[src/rtl/mips_pkg.sv]
// Shared MIPS decode constants and the control-bundle type used by the decode stage.
package mips_pkg;

  localparam int unsigned INSTR_W = 32;
  localparam int unsigned RF_AW   = 5;
  localparam int unsigned ALU_W   = 4;
  localparam int unsigned OP_W    = 6;

  localparam logic [OP_W-1:0] OP_RTYPE = 6'h00;
  localparam logic [OP_W-1:0] OP_ADDI  = 6'h08;
  localparam logic [OP_W-1:0] OP_LW    = 6'h23;
  localparam logic [OP_W-1:0] OP_SW    = 6'h2B;
  localparam logic [OP_W-1:0] OP_BEQ   = 6'h04;
  localparam logic [OP_W-1:0] OP_J     = 6'h02;

  localparam logic [OP_W-1:0] F_ADD = 6'h20;
  localparam logic [OP_W-1:0] F_SUB = 6'h22;
  localparam logic [OP_W-1:0] F_AND = 6'h24;
  localparam logic [OP_W-1:0] F_OR  = 6'h25;
  localparam logic [OP_W-1:0] F_SLT = 6'h2A;

  localparam logic [ALU_W-1:0] ALU_ADD = 4'd0;
  localparam logic [ALU_W-1:0] ALU_SUB = 4'd1;
  localparam logic [ALU_W-1:0] ALU_AND = 4'd2;
  localparam logic [ALU_W-1:0] ALU_OR  = 4'd3;
  localparam logic [ALU_W-1:0] ALU_SLT = 4'd4;

  typedef struct packed {
    logic [ALU_W-1:0] alu_op;
    logic             alu_src;
    logic             reg_write;
    logic             mem_read;
    logic             mem_write;
    logic             mem_to_reg;
    logic             branch;
    logic             jump;
    logic             illegal;
  } ctrl_t;

endpackage

[src/rtl/mips_control_decode.sv]
// Combinational instruction decoder: fields, control bundle, destination and rt usage.
module mips_control_decode
  import mips_pkg::*;
(
  input  logic [INSTR_W-1:0] i_instr,
  output logic [RF_AW-1:0]   o_rs,
  output logic [RF_AW-1:0]   o_rt,
  output logic [RF_AW-1:0]   o_dest,
  output logic [INSTR_W-1:0] o_imm,
  output logic               o_uses_rt,
  output ctrl_t              o_ctrl
);

  logic [OP_W-1:0]  w_op;
  logic [OP_W-1:0]  w_funct;
  logic [RF_AW-1:0] w_rd;
  logic [RF_AW-1:0] w_shamt;

  assign w_op    = i_instr[31:26];
  assign o_rs    = i_instr[25:21];
  assign o_rt    = i_instr[20:16];
  assign w_rd    = i_instr[15:11];
  assign w_shamt = i_instr[10:6];
  assign w_funct = i_instr[5:0];
  assign o_imm   = {{16{i_instr[15]}}, i_instr[15:0]};

  always_comb begin
    o_ctrl    = '0;
    o_dest    = '0;
    o_uses_rt = 1'b0;
    case (w_op)
      OP_RTYPE: begin
        o_uses_rt        = 1'b1;
        o_dest           = w_rd;
        o_ctrl.reg_write = 1'b1;
        case (w_funct)
          F_ADD:   o_ctrl.alu_op = ALU_ADD;
          F_SUB:   o_ctrl.alu_op = ALU_SUB;
          F_AND:   o_ctrl.alu_op = ALU_AND;
          F_OR:    o_ctrl.alu_op = ALU_OR;
          F_SLT:   o_ctrl.alu_op = ALU_SLT;
          default: begin
            o_ctrl         = '0;
            o_dest         = '0;
            o_ctrl.illegal = 1'b1;
          end
        endcase
      end
      OP_ADDI: begin
        o_dest           = o_rt;
        o_ctrl.alu_src   = 1'b1;
        o_ctrl.reg_write = 1'b1;
      end
      OP_LW: begin
        o_dest            = o_rt;
        o_ctrl.alu_src    = 1'b1;
        o_ctrl.reg_write  = 1'b1;
        o_ctrl.mem_read   = 1'b1;
        o_ctrl.mem_to_reg = 1'b1;
      end
      OP_SW: begin
        o_uses_rt        = 1'b1;
        o_ctrl.alu_src   = 1'b1;
        o_ctrl.mem_write = 1'b1;
      end
      OP_BEQ: begin
        o_uses_rt     = 1'b1;
        o_ctrl.alu_op = ALU_SUB;
        o_ctrl.branch = 1'b1;
      end
      OP_J:    o_ctrl.jump    = 1'b1;
      default: o_ctrl.illegal = 1'b1;
    endcase
    // Writes to $0 are architectural no-ops
    if (o_dest == '0) o_ctrl.reg_write = 1'b0;
  end

  logic w_unused;
  assign w_unused = ^w_shamt;

endmodule

[src/rtl/mips_decode_stage.sv]
// ID stage: register-file addressing, writeback bypass, load-use stall and ID/EX register.
module mips_decode_stage
  import mips_pkg::*;
#(
  parameter int unsigned DATA_W = 32,
  parameter int unsigned REG_AW = 5
) (
  input  logic              clk,
  input  logic              rst,
  input  logic              in_valid,
  output logic              in_ready,
  input  logic [DATA_W-1:0] in_instr,
  input  logic [DATA_W-1:0] in_pc,
  output logic [REG_AW-1:0] reg_read_addr_1,
  output logic [REG_AW-1:0] reg_read_addr_2,
  input  logic [DATA_W-1:0] reg_read_data_1,
  input  logic [DATA_W-1:0] reg_read_data_2,
  input  logic              wb_en,
  input  logic [REG_AW-1:0] wb_dest,
  input  logic [DATA_W-1:0] wb_data,
  input  logic              flush,
  output logic              out_valid,
  input  logic              out_ready,
  output logic [DATA_W-1:0] ex_pc,
  output logic [DATA_W-1:0] ex_rs_val,
  output logic [DATA_W-1:0] ex_rt_val,
  output logic [DATA_W-1:0] ex_imm,
  output logic [REG_AW-1:0] ex_dest,
  output logic [ALU_W-1:0]  ex_alu_op,
  output logic              ex_alu_src,
  output logic              ex_reg_write,
  output logic              ex_mem_read,
  output logic              ex_mem_write,
  output logic              ex_mem_to_reg,
  output logic              ex_branch,
  output logic              ex_jump,
  output logic              ex_illegal
);

  logic [RF_AW-1:0]   w_rs_f;
  logic [RF_AW-1:0]   w_rt_f;
  logic [RF_AW-1:0]   w_dest_f;
  logic [INSTR_W-1:0] w_imm_f;
  logic               w_uses_rt;
  ctrl_t              w_ctrl;

  mips_control_decode u_dec (
    .i_instr   (INSTR_W'(in_instr)),
    .o_rs      (w_rs_f),
    .o_rt      (w_rt_f),
    .o_dest    (w_dest_f),
    .o_imm     (w_imm_f),
    .o_uses_rt (w_uses_rt),
    .o_ctrl    (w_ctrl)
  );

  logic [REG_AW-1:0] w_rs;
  logic [REG_AW-1:0] w_rt;
  logic [DATA_W-1:0] w_rs_val;
  logic [DATA_W-1:0] w_rt_val;
  logic              w_load;
  logic              w_hazard;

  assign w_rs            = REG_AW'(w_rs_f);
  assign w_rt            = REG_AW'(w_rt_f);
  assign reg_read_addr_1 = w_rs;
  assign reg_read_addr_2 = w_rt;

  // $0 reads as zero; otherwise same-cycle writeback wins over the stale file read
  assign w_rs_val = (w_rs == '0) ? '0 :
                    (wb_en && (wb_dest == w_rs)) ? wb_data : reg_read_data_1;
  assign w_rt_val = (w_rt == '0) ? '0 :
                    (wb_en && (wb_dest == w_rt)) ? wb_data : reg_read_data_2;

  assign w_load   = !out_valid || out_ready;
  assign w_hazard = out_valid && ex_mem_read && (ex_dest != '0) &&
                    ((ex_dest == w_rs) || ((ex_dest == w_rt) && w_uses_rt));
  assign in_ready = flush || (w_load && !w_hazard);

  always_ff @(posedge clk or negedge rst) begin
    if (!rst) begin
      out_valid     <= 1'b0;
      ex_pc         <= '0;
      ex_rs_val     <= '0;
      ex_rt_val     <= '0;
      ex_imm        <= '0;
      ex_dest       <= '0;
      ex_alu_op     <= '0;
      ex_alu_src    <= 1'b0;
      ex_reg_write  <= 1'b0;
      ex_mem_read   <= 1'b0;
      ex_mem_write  <= 1'b0;
      ex_mem_to_reg <= 1'b0;
      ex_branch     <= 1'b0;
      ex_jump       <= 1'b0;
      ex_illegal    <= 1'b0;
    end else if (flush) begin
      out_valid <= 1'b0;
    end else if (w_load) begin
      if (in_valid && !w_hazard) begin
        out_valid     <= 1'b1;
        ex_pc         <= in_pc;
        ex_rs_val     <= w_rs_val;
        ex_rt_val     <= w_rt_val;
        ex_imm        <= DATA_W'(w_imm_f);
        ex_dest       <= REG_AW'(w_dest_f);
        ex_alu_op     <= w_ctrl.alu_op;
        ex_alu_src    <= w_ctrl.alu_src;
        ex_reg_write  <= w_ctrl.reg_write;
        ex_mem_read   <= w_ctrl.mem_read;
        ex_mem_write  <= w_ctrl.mem_write;
        ex_mem_to_reg <= w_ctrl.mem_to_reg;
        ex_branch     <= w_ctrl.branch;
        ex_jump       <= w_ctrl.jump;
        ex_illegal    <= w_ctrl.illegal;
      end else begin
        out_valid <= 1'b0;
      end
    end
  end

endmodule
[config.mk]
export PLATFORM = sky130hd
export DESIGN_NAME = mips_decode_stage
export DESIGN_NICKNAME = d
export VERILOG_FILES = /design/src/rtl/mips_pkg.sv /design/src/rtl/mips_control_decode.sv /design/src/rtl/mips_decode_stage.sv
export SDC_FILE = /design/constraint.sdc
export NUM_CORES = 1
export LEC_CHECK = 0
export CAP_MARGIN = 20
export CORE_MARGIN = 3
export CORE_UTILIZATION = 37
export CTS_CLUSTER_DIAMETER = 60
export CTS_CLUSTER_SIZE = 25
export DETAILED_ROUTE_END_ITERATION = 10
export PLACE_DENSITY_LB_ADDON = 0.12
export SLEW_MARGIN = 15
export SYNTH_ARGS = -nofsm -noshare
export SYNTH_HDL_FRONTEND = slang
export SYNTH_SLANG_ARGS = --single-unit
[constraint.sdc]
create_clock -name clk -period 2.25 [get_ports clk]
set_clock_uncertainty 0.05 [all_clocks]
set_input_delay 0.225 -clock clk [delete_from_list [all_inputs] [get_ports clk]]
set_output_delay 0.225 -clock clk [all_outputs]
set_load 0.01 [all_outputs]
-- After elaboration in Yosys (flattened, before gate mapping)
Cells that the tools add are included.
- divide/modulo/power cells: 0
- magnitude comparators: 0
- bitwise logic cells: 1
- shift-type cells: 0
- equal/unequal tests: 14
- muxes and demuxes: 22
- multipliers: 0
- reductions and logical operators: 25
- add/sub/neg operators: 0
- operator list (operator ; number):
    32-bit two-way mux ; 4
    6-bit == test (second input constant) ; 7
    5-bit == test ; 4
    1-bit one-hot mux with 2 select lines ; 8
    5-bit logical NOT ; 3
    3-bit one-hot mux with 4 select lines ; 1
    5-bit one-hot mux with 2 select lines ; 1
    5-bit OR reduction ; 2
    1-bit logical AND ; 8
    7-bit two-way mux ; 1
    6-bit by 2-bit == test with 1-bit output (second input constant) ; 1
    6-bit by 3-bit == test with 1-bit output (second input constant) ; 1
    6-bit by 4-bit == test with 1-bit output (second input constant) ; 1
    6-bit logical NOT ; 1
    3-bit one-hot mux with 2 select lines ; 1
    3-bit OR reduction ; 2
    1-bit two-way mux ; 5
    5-bit two-way mux ; 1
    5-bit nonzero test ; 1
    1-bit logical OR ; 3
    3-bit AND reduction ; 1
    1-bit logical NOT ; 2
    2-bit nonzero test ; 1
    2-bit OR reduction ; 1
    1-bit inverter ; 1
- ROM bits: 0
- latch bits: 0
- memories kept: 0
- RAM bits: 0
- input port bits: 171
- register bits: 130
- output and inout bits: 157

-- Logic depth before layout (Yosys ltp)
Gate-level depths: netlist of the first run.
- depth in word-level cells: 11
- gate-level depth with buffers: 10
- depth with buffers taken out: 5

-- By module
A second synthesis of the first run with hierarchy kept.
- cells, all modules: 676
- area total of the unflattened synthesis: 7532.2 um2
- modules (own cells, without submodules) (module ; seq. area each (um2) ; cells each ; area each (um2) ; times used):
    mips_decode_stage ; 3653.5 ; 579 ; 6864.1 ; 1
    mips_control_decode ; 0.0 ; 97 ; 668.1 ; 1

-- Worst setup path after synthesis of the first run
No wires, ideal clock.
- path type: register to register
- start point: register ex_dest[1]
- end point: register ex_rs_val[0]
- setup time: 0.093 ns
- cell stages (with the launch flop): 10
- path slack: 0.016 ns
- arrival time: 2.091 ns
- cells stage by stage: dfrtp_1 -> nor4_2 -> a21o_1 -> and4b_1 -> buf_6 -> or2_1 -> buf_2 -> buf_6 -> buf_6 -> o31ai_2
- word-level cells in the longest chain between the ends: 7
- elaborated cells between the ends (all ways): 10
- classes of those cells: 2 x eq/ne; 8 x reduce/logical
- RTL lines (item ; line ; text):
    from (decl) ; mips_decode_stage.sv:28 ; output logic [REG_AW-1:0] ex_dest,
    from (signal assigned) ; mips_decode_stage.sv:106 ; ex_dest <= REG_AW'(w_dest_f);
    5-bit == test ; mips_decode_stage.sv:77 ; ((ex_dest == w_rs) || ((ex_dest == w_rt) && w_uses_rt));
    1-bit logical AND ; mips_decode_stage.sv:77 ;
    1-bit logical OR ; mips_decode_stage.sv:77 ;
    1-bit logical AND * ; mips_decode_stage.sv:76 ; assign w_hazard = out_valid && ex_mem_read && (ex_dest != '0) &&
    1-bit logical NOT * ; mips_decode_stage.sv:100 ; if (in_valid && !w_hazard) begin
    1-bit logical AND * ; mips_decode_stage.sv:100 ;
    3-bit AND reduction (no source line) * ; n/a ;
    to (signal assigned) ; mips_decode_stage.sv:103 ; ex_rs_val <= w_rs_val;
    to (decl) ; mips_decode_stage.sv:25 ; output logic [DATA_W-1:0] ex_rs_val,
Mark *: on every way between the ends. The rest lies on a longest branch, timed or not.
A chain may end at the register's enable or synchronous reset.

-- Worst setup path in the final report of the first run
- start point: register ex_dest[1]
- end point: register ex_imm[1]
- word-level cells in the longest chain between the ends: 7
- elaborated cells between the ends (all ways): 10
- classes of those cells: 2 x eq/ne; 8 x reduce/logical
- RTL lines (item ; line ; text):
    5-bit == test ; mips_decode_stage.sv:77 ;
    1-bit logical AND ; mips_decode_stage.sv:77 ;
    1-bit logical OR ; mips_decode_stage.sv:77 ;
    1-bit logical AND * ; mips_decode_stage.sv:76 ;
    1-bit logical NOT * ; mips_decode_stage.sv:100 ;
    1-bit logical AND * ; mips_decode_stage.sv:100 ;
    3-bit AND reduction (no source line) * ; n/a ;
    to (signal assigned) ; mips_decode_stage.sv:105 ; ex_imm <= DATA_W'(w_imm_f);
    to (decl) ; mips_decode_stage.sv:27 ; output logic [DATA_W-1:0] ex_imm,
Marked as above.

==> results of run 1 <==
metrics by stage:
stage	hold WS [ns]	TNS, ns	setup WS (ns)	power, W	util, %
detailed placement	0.189	-52.46	-0.578	0.00495	59.6
global route	0.357	-12.31	-0.238	0.00830	71.8
global placement	0.182	-44.98	-0.459	0.00491	59.6
CTS	0.327	-3.67	-0.140	0.00764	65.1
finish	0.309	-4.79	-0.128	0.00797	71.8
floorplan	-0.121	0	0.0163	0.00362	-
logic make-up after synthesis:
family                 count (synthesis)  share of synthesized area (%)
multiplexers                         113                           18.5
AO/OA/AOI/OAI                        177                           17.7
buffers and inverters                 81                           7.32
XOR/XNOR                              20                           2.71
AND/OR/NAND/NOR                       44                           4.11
flip-flops                           128                           49.6
other                                  1                         0.0581
synthesized netlist by cell type, drive strengths merged (2+ instances only):
| cell type | count | share of area (%) |
|---|---|---|
| xor2 | 13 | 1.8 |
| nand2 | 4 | 0.23 |
| nand2b | 4 | 0.39 |
| a22oi | 6 | 0.70 |
| o31ai | 65 | 8.3 |
| nand3b | 2 | 0.23 |
| or3 | 2 | 0.19 |
| nor2 | 8 | 0.46 |
| mux2i | 64 | 9.9 |
| and3 | 2 | 0.19 |
| or4 | 3 | 0.41 |
| o41ai | 3 | 0.52 |
| nand4b | 2 | 0.27 |
| dfrtp | 128 | 50 |
| buf | 49 | 5.4 |
| mux2 | 49 | 8.5 |
| inv | 6 | 0.35 |
| and4b | 2 | 0.31 |
| clkbuf | 26 | 1.5 |
| o21ai | 94 | 7.3 |
| a21oi | 4 | 0.31 |
| nor4 | 6 | 0.68 |
| nand3 | 2 | 0.15 |
| xnor2 | 7 | 0.95 |
| nor3 | 5 | 0.39 |
final cells by class:
type | instances | share of cell area [%]
multi-input cells | 360 | 31.2
clock inverters | 10 | 0.714
flip-flops and latches | 128 | 26.5
repair buffers | 408 | 35.2
well taps | 220 | 2.28
inverters | 6 | 0.186
clock buffers | 22 | 3.84
power groups by stage:
stage	Combinational, W	Sequential [W]	Clock, W
5_1_grt	0.00267	0.00288	0.00275
3_3_place_gp	0.00206	0.00285	0
6_report	0.00254	0.00284	0.00259
2_1_floorplan	0.000611	0.00301	0
3_5_place_dp	0.00208	0.00287	0
4_1_cts	0.00219	0.00283	0.00262
metal layers:
layer / part of all wire, % / track usage [%] / vias up
li1: - / - / 2788
met4: 2.2 / 8.32 / 0
met1: 40 / 28.9 / 3153
met2: 52 / 39.5 / 272
met5: 0 / 0 / -
met3: 6.2 / 6.77 / 34
cells in the final DEF (no fill, tap or decap), types with 3 or more instances in the layout:
cell type / n
xor2_1: 12
mux2_2: 39
buf_4: 47
xnor2_1: 7
clkbuf_16: 24
nor2_1: 5
clkinvlp_4: 3
o21ai_0: 60
buf_8: 7
buf_6: 8
nand2_1: 4
or2_4: 5
dfrtp_1: 127
nor4_1: 4
nand2b_1: 4
clkinv_2: 5
o31ai_2: 6
nor3_1: 5
clkbuf_1: 3
o21ai_2: 12
mux2_4: 10
inv_1: 6
o21ai_1: 22
clkdlybuf4s50_1: 324
buf_12: 11
a22oi_1: 6
mux2i_1: 64
nor2_4: 4
a21oi_1: 4
o31ai_4: 58
repair_timing:
item / CTS / global route
cloned: 4 / 12
endpoints found under the setup margin: 128 / 109
hold buffers: 1 / 0
endpoints found under the hold margin: 57 / 0
resized for setup: 58 / 154
buffers inserted: 7 / 13
pin swaps: 7 / 82
state kept, by name (all words and copies together), names as in the netlist:
signal / count
ex_pc: 32
ex_reg_write: 1
ex_mem_read: 1
ex_alu_src: 1
ex_jump: 1
ex_illegal: 1
ex_mem_write: 1
out_valid: 1
ex_alu_op: 3
ex_branch: 1
ex_rt_val: 32
ex_dest: 5
ex_imm: 16
ex_rs_val: 32
final timing paths:
path / end / slack (ns) / depth (start not counted)
worst max-delay path: ex_imm[1] / -0.13 / 9
max in group asynchronous: ex_imm[7] / 1.02 / 3
worst max register to register: ex_imm[1] / -0.13 / 9
min in group clk: ex_pc[1] / 0.37 / 2
worst min register to register: ex_pc[0] / 0.45 / 1
worst min-delay path: ex_pc[25] / 0.31 / 2
critical path, stage by stage (launching register included):
cell and delay (ns):
dfrtp_1 0.40, buf_6 0.14, xor2_2 0.14, nor4_2 0.28
and4b_2 0.34, buf_6 0.13, buf_6 0.12, buf_6 0.10
or2_4 0.23, mux2_4 0.32
==> results_tabular.tex, run 1 <==
\begin{tabular}{lr}
\hline
Metric & Value \\
\hline
\multicolumn{2}{l}{\textbf{Yosys}} \\
Count of distinct cell types in the synthesized netlist & 42 \\
Synthesized net count & 735 \\
Synth Instances & 564 \\
Fraction of synthesis flops using an asynchronous set or reset pin & 100\% \\
Number of enable flip-flop cells after synthesis & 0 \\
Syn Area/Cell & about 11 um2 \\
Cell area after technology mapping & 6460 um2 \\
Count of warnings emitted by yosys & 0 \\
Count of state elements after synthesis & 128 \\
Post-synth top flop & dfrtp\_1 \\
Post-synthesis sequential area ratio & 49.6\% \\
\multicolumn{2}{l}{\textbf{Final layout}} \\
Post-route design area & 12100 um2 \\
Inserted Diodes & 0 \\
Post-route non-filler standard cell count & 1154 \\
Number of fillers in the final layout & around 1100 \\
Share of post-route cells with drive strength above 1 & 27.5\% \\
Area delta synth->final & 87.1\% \\
Post-layout nets & 1092 \\
Sequential standard cell area & 3200 um2 \\
Area of the multi-input gates & 3770 um2 \\
\multicolumn{2}{l}{\textbf{Clock network}} \\
Worst-case clock buffer depth & 2 \\
Sinks on Clock Net & 128 \\
Worst-path clk slew & 0.06 ns \\
Clock tree from TritonCTS & done \\
Worst-Skew Late Latency & approximately 0.4 ns \\
Clock root buffer & clkbuf\_16 \\
Clock buffer count from CTS & 17 \\
H-Tree Level Count & 4 \\
\multicolumn{2}{l}{\textbf{Detailed routing}} \\
DRC viols & 0 \\
Routed length per instance & 22.3 um \\
Total iterations of the first detailed-routing run & 5 \\
Wire length reported by the detailed router & 25700 um \\
Total vias in the final route & $\sim$6200 \\
Vias per std cell & 5.41 \\
Iteration-0 DRC Markers & 330 \\
Antenna-violating nets left & 0 \\
\multicolumn{2}{l}{\textbf{Worst setup path}} \\
Worst EP arrival & roughly 2.6 ns \\
CP Capture Type & register \\
CP Launch Point & ex\_dest[1] \\
Kind of start point of the critical path & register \\
Kind of critical path & register to register \\
Worst flop-to-flop path startpoint & ex\_dest[1] \\
Data required time of the critical path & about 2.5 ns \\
Biggest fanout along the worst timing path & 8 \\
\multicolumn{2}{l}{\textbf{Floorplanning}} \\
Count of boundary I/O pins & 328 \\
Floorplan row count & 47 \\
Initial core utilization & 38.4\% \\
Area of the core & about 17000 um2 \\
Die span in y & 138 um \\
Die area & 19100 um2 \\
DIE WIDTH & 138 um \\
\multicolumn{2}{l}{\textbf{Power and ir drop}} \\
Maximum resistive drop on vdd & 593 uV \\
Logic gate share of total power & 31.9\% \\
Clock power frac & 32.4\% \\
Net switching power & 0.00227 W \\
Static Leakage & 4.71 nW \\
Part of the total power dissipated in sequential elements & between 30\% and 40\% \\
Power per unit of standard cell area & approximately 660 nW/um2 \\
Switching part of the total power & about 28\% \\
Internal power consumption & between 0.005 and 0.006 W \\
\multicolumn{2}{l}{\textbf{Run status}} \\
Violated checks & setup timing \\
Result of the run & finished with violations \\
\multicolumn{2}{l}{\textbf{STA}} \\
Pins over their slew limit & 0 \\
Portion of the clock cycle consumed by the worst path in the final layout & 106\% \\
Shortest clock period the worst path allows after layout & roughly 2.4 ns \\
Relative slew slack & between 50\% and 60\% \\
Unrepaired setup endpoints after global routing & true \\
Number of failing setup endpoints in the final timing report & 74 \\
Slew at the pin closest to its max-slew limit & between 0.7 and 0.8 ns \\
Number of hold-slack violations in the final timing report & 0 \\
Max Freq & 421 MHz \\
Final worst-path setup slack & -0.128 ns \\
\multicolumn{2}{l}{\textbf{Global route}} \\
Largest net degree at the start of global routing & between 60 and 70 \\
Gr ovfl total & 0 \\
First-pass GRT wire length & 35800 um \\
Number of global-route vias before repair & 6304 \\
Antenna violations before repair & 0 \\
Overall track demand over capacity in global routing & 23.5\% \\
\multicolumn{2}{l}{\textbf{Place}} \\
GPL Wtd Cong & 0.915 \\
Inst Count DP & 1086 \\
Port Buffer Count & 326 \\
Placed inst area & 10000 um2 \\
DP HPWL & roughly 17000 um \\
\multicolumn{2}{l}{\textbf{Min path}} \\
Type of the worst min-delay path & input pin to asynchronous set/reset pin \\
\multicolumn{2}{l}{\textbf{Flow run}} \\
Count of max-cap constraint violations & 0 \\
\hline
\end{tabular}
(Power assumes the default switching activity.)
==> run 2: changes to the inputs <==
--- a/config.mk
+++ b/config.mk
@@ -5,9 +5,8 @@
 export SDC_FILE = /design/constraint.sdc
 export NUM_CORES = 1
 export LEC_CHECK = 0
-export CAP_MARGIN = 20
 export CORE_MARGIN = 3
-export CORE_UTILIZATION = 37
+export CORE_UTILIZATION = 39
 export CTS_CLUSTER_DIAMETER = 60
 export CTS_CLUSTER_SIZE = 25
 export DETAILED_ROUTE_END_ITERATION = 10
@@ -15,4 +14,5 @@
 export SLEW_MARGIN = 15
 export SYNTH_ARGS = -nofsm -noshare
 export SYNTH_HDL_FRONTEND = slang
+export SYNTH_HIERARCHICAL = 1
 export SYNTH_SLANG_ARGS = --single-unit
==> run 2 against run 1 <==
  * The run still ends with setup timing left
  * Global-route usage grew 1.6 points
  * Worst hold slack worse by 0.050 ns
  * Critical endpoint is now ex_rs_val[21]
  * First-iteration DRC count is 19% higher
  * Routed wire length up 6.1%
  * Cell area is 5.0% higher
  * Via count up 9.3%
  * Die area is 10% higher
  * Setup slack worse by 0.14 ns
  * Cell count up 11%
  * Critical path depth shrank 1
  * Clock-buffer cell count fell by 2
  * Flip-flop and latch count is 18 higher
  * Largest cell class unchanged
==> results_tabular.tex, run 2 <==
\begin{tabular}{lr}
\hline
Metric & Value \\
\hline
\multicolumn{2}{l}{\textbf{Run status}} \\
Result of the run & finished with violations \\
Violated checks & setup timing \\
\multicolumn{2}{l}{\textbf{Final layout}} \\
Post-layout nets & 1175 \\
Commonest non-fill, non-tap cell in the layout & clkdlybuf4s50\_1 \\
Share of post-route cells with drive strength above 1 & 25.3\% \\
Sequential standard cell area & 3650 um2 \\
Area of the multi-input gates & 3750 um2 \\
Number of fillers in the final layout & 1402 \\
Most frequent cells in the layout & clkdlybuf4s50\_1, dfrtp\_1, mux2\_4 \\
Final Core Density & 67.4\% \\
Area delta synth->final & 68.5\% \\
Post-route non-filler standard cell count & 1278 \\
\multicolumn{2}{l}{\textbf{Place}} \\
Placement Setup Slack & -0.695 ns \\
Port Buffer Count & 327 \\
Inst Count DP & $\sim$1200 \\
GPL Wtd Cong & 0.940 \\
DP HPWL & roughly 18000 um \\
\multicolumn{2}{l}{\textbf{STA}} \\
Relative slew slack & between 50\% and 60\% \\
Shortest clock period the worst path allows after layout & 2.52 ns \\
Final worst-path setup slack & -0.271 ns \\
Pins over their slew limit & 0 \\
Portion of the clock cycle consumed by the worst path in the final layout & 112\% \\
Slew at the pin closest to its max-slew limit & slightly below 0.6 ns \\
Number of failing setup endpoints in the final timing report & approximately 150 \\
Minimum hold slack & 0.259 ns \\
Max Freq & $\sim$400 MHz \\
Unrepaired setup endpoints after global routing & true \\
Number of hold-slack violations in the final timing report & 0 \\
TNS Setup & -32.23 ns \\
\multicolumn{2}{l}{\textbf{Min path}} \\
Type of the worst min-delay path & input pin to asynchronous set/reset pin \\
\multicolumn{2}{l}{\textbf{Detailed routing}} \\
Antenna-violating nets left & 0 \\
Total iterations of the first detailed-routing run & 5 \\
Wire length reported by the detailed router & between 20000 and 30000 um \\
Routed length per instance & roughly 21 um \\
Vias per std cell & 5.35 \\
Iteration-0 DRC Markers & a little under 400 \\
DRC viols & 0 \\
Total vias in the final route & 6831 \\
\multicolumn{2}{l}{\textbf{Worst setup path}} \\
Data required time of the critical path & 2.50 ns \\
Worst EP arrival & 2.77 ns \\
Biggest fanout along the worst timing path & 8 \\
CP Capture Type & register \\
Kind of start point of the critical path & register \\
Kind of critical path & register to register \\
Cell count of the worst reg-to-reg path & 8 \\
\multicolumn{2}{l}{\textbf{Yosys}} \\
Adder-cell share of the synthesized area & less than 1\% \\
Count of warnings emitted by yosys & 6 \\
Synth Instances & 676 \\
Cell area after technology mapping & 7530 um2 \\
Simple-gate share of the synthesized area & 8.04\% \\
Count of state elements after synthesis & 146 \\
Portion of netlist area occupied by mux cells & 21.7\% \\
Dominant combinational cell family by area after synthesis & multiplexers \\
Compound-gate portion of the synthesized area & 10.6\% \\
Fraction of synthesis flops using an asynchronous set or reset pin & 100\% \\
Syn Area/Cell & about 11 um2 \\
Portion of synthesized cell area occupied by the leading cell type & 48.5\% \\
Post-synthesis sequential area ratio & 48.5\% \\
Commonest cells in the synthesized netlist & dfrtp\_1, mux2\_2, nand3\_1 \\
Count of distinct cell types in the synthesized netlist & 46 \\
Most frequent cell after synthesis & dfrtp\_1 \\
Post-synth top flop & dfrtp\_1 \\
Post-synthesis xor/xnor area fraction & between 2 and 2.5\% \\
Number of enable flip-flop cells after synthesis & 0 \\
Synthesized net count & 847 \\
Leading cell types by total area after synthesis & dfrtp\_1, mux2\_2, mux2\_1 \\
Area leader, netlist & dfrtp\_1 \\
\multicolumn{2}{l}{\textbf{Global route}} \\
Number of global-route vias before repair & 7337 \\
Overall track demand over capacity in global routing & 25.1\% \\
First-pass GRT wire length & between 40000 and 50000 um \\
Antenna violations before repair & 1 \\
Largest net degree at the start of global routing & 62 \\
Gr ovfl total & 0 \\
\multicolumn{2}{l}{\textbf{Clock network}} \\
Worst-path clk slew & 0.06 ns \\
H-Tree Level Count & 4 \\
Worst-case clock buffer depth & 2 \\
Clock tree from TritonCTS & done \\
Worst-Skew Late Latency & roughly 0.42 ns \\
Clock buffer count from CTS & 17 \\
Sinks on Clock Net & 146 \\
Clock root buffer & clkbuf\_16 \\
\multicolumn{2}{l}{\textbf{Floorplanning}} \\
Area of the core & 18800 um2 \\
Count of boundary I/O pins & 328 \\
DIE WIDTH & roughly 140 um \\
Die area & between 20000 and 25000 um2 \\
Die span in y & around 140 um \\
Floorplan row count & 50 \\
Initial core utilization & approximately two fifths \\
\multicolumn{2}{l}{\textbf{Power and ir drop}} \\
Switching part of the total power & 27.6\% \\
Static Leakage & 5.26 nW \\
Internal power consumption & 0.00654 W \\
Clock power frac & 32.2\% \\
Net switching power & 0.00249 W \\
Logic gate share of total power & 31.2\% \\
Maximum resistive drop on vdd & 511 uV \\
Part of the total power dissipated in sequential elements & 36.6\% \\
Power per unit of standard cell area & slightly above 700 nW/um2 \\
\multicolumn{2}{l}{\textbf{Flow run}} \\
Count of max-cap constraint violations & 0 \\
\hline
\end{tabular}
[run 2: logic make-up (layout without fill, tap and decap cells)]
kind of cell / count (synthesis) / in the layout
buf+inv: 107 / 448
simple gates: 110 / 110
mux: 145 / 145
other cells: 1 / 2
xor+xnor: 20 / 20
flops: 146 / 146
fa+ha+maj: 1 / 1
compound gates: 146 / 146
[run 2: repair_timing]
action,in CTS,in global routing
hold buffers,1,0
cloned,5,4
setup endpoints to repair,146,146
hold endpoints to repair,44,0
buffers inserted,9,2
pin swaps,3,4
gates resized for setup,129,42
[run 2: power by group through the flow]
| stage | clock, W | combinational (W) | sequential [W] |
|---|---|---|---|
| 2_1_floorplan | 0 | 0.000708 | 0.00350 |
| 6_report | 0.00291 | 0.00281 | 0.00331 |
| 3_3_place_gp | 0 | 0.00240 | 0.00330 |
| 5_1_grt | 0.00307 | 0.00297 | 0.00336 |
| 4_1_cts | 0.00296 | 0.00271 | 0.00330 |
| 3_5_place_dp | 0 | 0.00243 | 0.00333 |
[run 2: cell type report]
class	count	share of cell area (%)
well taps	260	2.56
clock buffers	20	3.60
flip-flops and latches	146	28.8
inverters	13	0.384
multi-input cells	423	29.6
diodes	1	0.0197
repair buffers	403	33.9
clock inverters	12	1.14
[run 2: critical path: stages, from the launching register on]
cell       delay (ns)
dfrtp_1          0.39
buf_4            0.13
or3_4            0.34
o311a_4          0.34
a2111oi_4        0.31
buf_4            0.20
buf_12           0.16
clkbuf_16        0.18
mux2_4           0.30
[run 2: path summary, 6_finish.rpt]
| check | from | end | slack, ns |
|---|---|---|---|
| worst max-delay path | ex_dest[2] | ex_rs_val[21] | -0.27 |
| worst min-delay path | rst | ex_rt_val[13] | 0.26 |
| max in group asynchronous | rst | ex_rt_val[4] | 1.16 |
| min in group clk | in_pc[27] | ex_pc[27] | 0.37 |
| worst min register to register | ex_rs_val[1] | ex_rs_val[1] | 0.44 |
| worst max register to register | ex_dest[2] | ex_rs_val[21] | -0.27 |
[run 2: per-stage QoR]
step / cell area [um2] / power (W)
6_report: 12700 / 0.00903
5_1_grt: 12700 / 0.00940
4_1_cts: 12400 / 0.00896
3_5_place_dp: 11200 / 0.00576
3_3_place_gp: 11200 / 0.00570
2_1_floorplan: 7530 / 0.00421
[run 2: metal layers]
layer,routed length [um],GRT usage (%),part of all wire (%),vias to the layer above
met5,0,0,0,-
met4,697,7.84,2.6,0
met3,2770,8.40,10,60
met2,13400,43.0,49,403
met1,10500,30.0,38,3336
li1,-,-,-,3032
